===== src/rtl/w5300_bus_arbiter.sv =====
// rtl/w5300_bus_arbiter.sv - round-robin arbiter with burst lock and timeout onto the single W5300 bus interface
// Holding registers keep if_* stable from ISSUE through WAIT; completion is routed back to the granted channel only.
module w5300_bus_arbiter #(
   parameter int N_CH       = 4,
   parameter int ADDR_W     = 10,
   parameter int DATA_W     = 16,
   parameter int CLK_FREQ   = 100,
   parameter int TIMEOUT_US = 60
) (
   input  logic                     clk,
   input  logic                     rst_n,
   input  logic [N_CH-1:0]          ch_req,
   input  logic [N_CH-1:0]          ch_lock,
   input  logic [N_CH-1:0]          ch_we,
   input  logic [N_CH*ADDR_W-1:0]   ch_addr,
   input  logic [N_CH*DATA_W-1:0]   ch_wr_data,
   output logic [N_CH-1:0]          ch_ack,
   output logic [N_CH-1:0]          ch_err,
   output logic [DATA_W-1:0]        ch_rd_data,
   output logic                     if_start,
   output logic                     if_we,
   output logic [ADDR_W-1:0]        if_addr,
   output logic [DATA_W-1:0]        if_wr_data,
   input  logic                     if_done,
   input  logic [DATA_W-1:0]        if_rd_data,
   output logic [$clog2(N_CH)-1:0]  grant_id,
   output logic                     busy,
   output logic [7:0]               err_count
);

   localparam int GW      = $clog2(N_CH);
   localparam int TIMEOUT = TIMEOUT_US * CLK_FREQ;
   localparam int TW      = $clog2(TIMEOUT + 1);

   typedef enum logic [2:0] {S_IDLE, S_ISSUE, S_WAIT, S_ACK, S_ERR} state_t;

   state_t              state_q, state_d;
   logic [GW-1:0]       last_q, last_d;
   logic [GW-1:0]       grant_q, grant_d;
   logic                lock_q, lock_d;
   logic [TW-1:0]       timer_q, timer_d;
   logic                we_q, we_d;
   logic [ADDR_W-1:0]   addr_q, addr_d;
   logic [DATA_W-1:0]   wdata_q, wdata_d;
   logic [DATA_W-1:0]   rd_q, rd_d;
   logic [7:0]          errcnt_q, errcnt_d;

   logic                found;
   logic [GW-1:0]       pick;
   logic [GW-1:0]       cand;
   int                  idx;

   always_ff @(posedge clk or negedge rst_n) begin
      if (!rst_n) begin
         state_q  <= S_IDLE;
         last_q   <= GW'(N_CH - 1);
         grant_q  <= '0;
         lock_q   <= 1'b0;
         timer_q  <= '0;
         we_q     <= 1'b0;
         addr_q   <= '0;
         wdata_q  <= '0;
         rd_q     <= '0;
         errcnt_q <= '0;
      end else begin
         state_q  <= state_d;
         last_q   <= last_d;
         grant_q  <= grant_d;
         lock_q   <= lock_d;
         timer_q  <= timer_d;
         we_q     <= we_d;
         addr_q   <= addr_d;
         wdata_q  <= wdata_d;
         rd_q     <= rd_d;
         errcnt_q <= errcnt_d;
      end
   end

   // A held lock beats the rotation; otherwise search starts just after the last grant.
   always_comb begin
      found = 1'b0;
      pick  = '0;
      cand  = '0;
      idx   = 0;
      if (lock_q && ch_req[last_q]) begin
         found = 1'b1;
         pick  = last_q;
      end else begin
         for (int k = 1; k <= N_CH; k++) begin
            idx = int'(last_q) + k;
            if (idx >= N_CH) idx = idx - N_CH;
            cand = GW'(idx);
            if (!found && ch_req[cand]) begin
               found = 1'b1;
               pick  = cand;
            end
         end
      end
   end

   always_comb begin
      state_d  = state_q;
      last_d   = last_q;
      grant_d  = grant_q;
      lock_d   = lock_q;
      timer_d  = timer_q;
      we_d     = we_q;
      addr_d   = addr_q;
      wdata_d  = wdata_q;
      rd_d     = rd_q;
      errcnt_d = errcnt_q;
      case (state_q)
         S_IDLE: begin
            if (!(lock_q && ch_req[last_q])) lock_d = 1'b0;
            if (found) begin
               grant_d = pick;
               we_d    = ch_we[pick];
               addr_d  = ch_addr[int'(pick)*ADDR_W +: ADDR_W];
               wdata_d = ch_wr_data[int'(pick)*DATA_W +: DATA_W];
               state_d = S_ISSUE;
            end
         end
         S_ISSUE: begin
            timer_d = '0;
            state_d = S_WAIT;
         end
         S_WAIT: begin
            timer_d = timer_q + 1'b1;
            if (if_done) begin
               rd_d    = if_rd_data;
               state_d = S_ACK;
            end else if (timer_q == TW'(TIMEOUT - 1)) begin
               state_d = S_ERR;
            end
         end
         S_ACK: begin
            last_d  = grant_q;
            lock_d  = ch_lock[grant_q];
            state_d = S_IDLE;
         end
         S_ERR: begin
            if (errcnt_q != 8'hFF) errcnt_d = errcnt_q + 8'd1;
            last_d  = grant_q;
            lock_d  = 1'b0;
            state_d = S_IDLE;
         end
         default: state_d = S_IDLE;
      endcase
   end

   assign if_start   = (state_q == S_ISSUE);
   assign if_we      = we_q;
   assign if_addr    = addr_q;
   assign if_wr_data = wdata_q;
   assign ch_ack     = (state_q == S_ACK) ? ({{(N_CH-1){1'b0}}, 1'b1} << grant_q) : '0;
   assign ch_err     = (state_q == S_ERR) ? ({{(N_CH-1){1'b0}}, 1'b1} << grant_q) : '0;
   assign ch_rd_data = rd_q;
   assign grant_id   = grant_q;
   assign busy       = (state_q != S_IDLE);
   assign err_count  = errcnt_q;

endmodule

===== config.mk =====
export PLATFORM = sky130hd
export DESIGN_NAME = w5300_bus_arbiter
export DESIGN_NICKNAME = d
export VERILOG_FILES = /design/src/rtl/w5300_bus_arbiter.sv
export SDC_FILE = /design/constraint.sdc
export NUM_CORES = 1
export LEC_CHECK = 0
export CAP_MARGIN = 0
export CORE_AREA = 8 8 98 166
export DETAILED_ROUTE_END_ITERATION = 7
export DIE_AREA = 0 0 106 174
export PLACE_DENSITY = 0.65
export SYNTH_ARGS = -nofsm -noshare
export SYNTH_HDL_FRONTEND = slang
export SYNTH_SLANG_ARGS = --single-unit

===== constraint.sdc =====
create_clock -name clk -period 4.2 [get_ports clk]
set_input_delay 0.84 -clock clk [delete_from_list [all_inputs] [get_ports clk]]
set_output_delay 0.84 -clock clk [all_outputs]
set_load 0.05 [all_outputs]

==> results.py <==
metrics = {
    "outcome": {
        "status": "finished, final reports clean",
    },
    "setup_path": {
        "end_kind": "primary output",
        "rr_worst_depth": 7,
        "crit_arrival_ns": 2.40,
        "rrSetupSlack_ns": 1.52,
        "worstReg2RegEnd": "if_addr[0]",
        "reg2reg_from": "last_q[0]",
        "critPathLaunchType": "flip-flop",
        "cp_max_fo": 9,
        "critPathKind": "flip-flop to primary output",
        "required_ns": 3.36,
    },
    "finish": {
        "area_growth_pct": 60.0,
        "nets": 696,
        "drive_gt1_share_pct": 14.7,
        "stdcell_area_um2": 6590,
        "final_core_util_pct": 46.6,
        "final_common_cell": "clkdlybuf4s50_1",
        "final_cells": 744,
        "n_antenna_cell": 0,
        "layout_common_cells": "clkdlybuf4s50_1, dfrtp_1, mux2i_1",
    },
    "grt": {
        "grt_overflow_total": 0,
        "track_usage_pct": 15.8,
        "antenna_found_initial": 0,
        "first_global_vias": 4013,
        "grt_start_max_net_pins": 73,
        "grt_pass1_wl_mm": 23.0,
    },
    "yosys": {
        "synth_area_per_cell_um2": 11.3,
        "syn-instance-count": 365,
        "synth-warning-count": 0,
        "yosys.area_share.adder_pct": 0.608,
        "synth_top_family_by_area": "multiplexers",
        "synthXorXnorAreaFrac_pct": 1.70,
        "syn-num-nets": 502,
        "synth_edf_count": 0,
        "ys_seq_area_share_pct": 43.8,
        "ys_ff_latch": 72,
        "muxShareOfSynthArea_pct": 20.9,
        "async_flop_share_pct": 100,
        "synth.distinct_cells": 50,
        "synth-simple-area-share_pct": 13.8,
        "synth_compound_area_share_pct": 14.3,
        "synth-main-ff-cell": "dfrtp_1",
        "netlist_area_um2": 4120,
    },
    "sta": {
        "skew_ns": 0.00757,
        "fin_crit_ns": 3.24,
        "layout_worst_path_cycle_share_pct": 77.2,
        "rsz0062_at_grt": "false",
        "hold_viol_final": 0,
        "setup_viol": 0,
        "tightestPinTransition_ns": 0.964,
        "relSlewSlack_pct": 35.7,
        "max_freq_mhz": 308,
        "maxSlewViolCount": 0,
        "finalSetupTns_ns": 0,
    },
    "clock_tree": {
        "ctsHoldBuffers": 0,
        "clkTransAtPathRegs_ns": 0.06,
        "clk_latency_ns": 0.33,
        "post_cts_buffers": 0,
        "cts_max_level": 3,
        "cts-root-buf": "clkbuf_16",
        "cts.path.max_buffers": 2,
        "cts_sinks": 72,
        "cts_resized": 0,
        "cts_tree": "built",
        "cts_made_buffers": 9,
    },
    "floorplanning": {
        "ios": 198,
        "die_area_um2": 18400,
        "chipWidth_um": 106,
        "initial_core_util_pct": 29.1,
        "rows": 58,
        "die_h_um": 174,
        "coreArea_um2": 14200,
    },
    "pwr": {
        "powerDensity_nw_per_um2": 807,
        "peakVddDrop_mv": 0.451,
        "power_leakage_uw": 0.00272,
    },
    "min_path": {
        "hold_start": "err_count[7]",
        "hp-class": "flip-flop to flip-flop",
        "hold_end": "err_count[7]",
        "hold_depth": 1,
    },
    "drt": {
        "routed_wl_mm": 14.6,
        "vias": 3657,
        "detail-route-antenna-nets": 0,
        "dr.pass1.iters": 4,
        "wire_per_inst_um": 19.6,
        "drt-initial-drc-count": 113,
        "vias_per_cell": 4.92,
        "route.detailed.drc": 0,
    },
    "run": {
        "cap_violations": 0,
    },
    "place": {
        "gp_congestion": 0.860,
        "portBuffers": 197,
        "dp_hpwl_mm": 11.4,
        "dp_cells": 728,
        "dpl_cell_area_um2": 6260,
    },
}
-- flip-flops by register name, summed over array words and instances, names as in the netlist --
name and flops:
err_count 8, timer_q 13, grant_id 2, state_q 3, lock_q 1, if_wr_data 16, if_addr 10, last_q 2
if_we 1, ch_rd_data 16
-- worst max-delay path, stage by stage, from the launching register on --
cell             delay [ns]
dfrtp_1                0.47
or3b_2                 0.60
inv_1                  0.16
clkdlybuf4s50_1        0.83
-- power by group --
group          internal (µW)  switching, µW
clock                    554            300
combinational           1330           1930
sequential               980            226
-- cell families (layout without fill, tap and decap cells) --
| kind of cell | count (synthesis) | after routing |
|---|---|---|
| adder cells (fa/ha/maj) | 2 | 2 |
| XOR/XNOR | 8 | 8 |
| buffers and inverters | 29 | 228 |
| AO/OA/AOI/OAI | 58 | 58 |
| flip-flops | 72 | 72 |
| multiplexers | 82 | 82 |
| AND/OR/NAND/NOR | 114 | 114 |
-- layout make-up --
class	count	area [µm²]
Clock buffer	12	256
Timing Repair Buffer	207	2070
Multi-Input combinational cell	264	2140
Sequential cell	72	1800
Inverter	5	18.8
Tap cell	180	225
Clock inverter	4	76.3
Fill cell	1325	7560
-- worst max-delay path by stage --
| stage | from | endpoint | slack, ns |
|---|---|---|---|
| 4_1_cts | state_q[0] | if_start | 0.93 |
| 2_1_floorplan | grant_id[0] | ch_ack[0] | 1.46 |
| 3_5_place_dp | ch_req[0] | if_addr[0] | 0.67 |
| 5_1_grt | state_q[0] | if_start | 0.86 |
| 3_3_place_gp | ch_req[0] | if_addr[5] | 0.73 |
| 6_report | state_q[0] | if_start | 0.96 |
-- cell usage after synthesis (3+ instances only) --
library cell  instances  area (µm²)
clkbuf_1              6        22.5
nor3_1                9        45.0
o21ai_0              13        65.1
a221oi_1              3        26.3
and2_1                4        25.0
a21oi_1               3        15.0
xor2_1                4        35.0
dfrtp_1              70        1750
nor3b_1               3        22.5
mux2_2               19         214
buf_6                 4        45.0
mux2i_1              61         611
a221oi_2             24         360
nand2_1              20        75.1
nand2b_1              3        18.8
inv_1                 5        18.8
nand4_1               4        25.0
a31oi_1               5        31.3
nand3_1               8        40.0
nor2_1               45         169
xnor2_1               4        35.0
buf_2                 9        45.0
and3_1                3        18.8
-- routing by layer --
layer	global-route usage [%]	vias to the layer above	wire length, µm
met1	16.8	1750	5430
met5	0	-	0
met2	28.9	152	7890
met4	5.43	0	193
li1	-	1742	-
met3	4.08	13	1050
-- per-stage QoR --
stage	total power (µW)	setup WS (ns)	hold WS, ns
detailed placement	4510	0.674	0.483
CTS	5390	0.927	0.497
global placement	4440	0.733	0.484
finish	5320	0.957	0.498
floorplan	3530	1.46	0.457
global route	5610	0.859	0.520
Note: power is estimated with default switching activity, not from simulation.
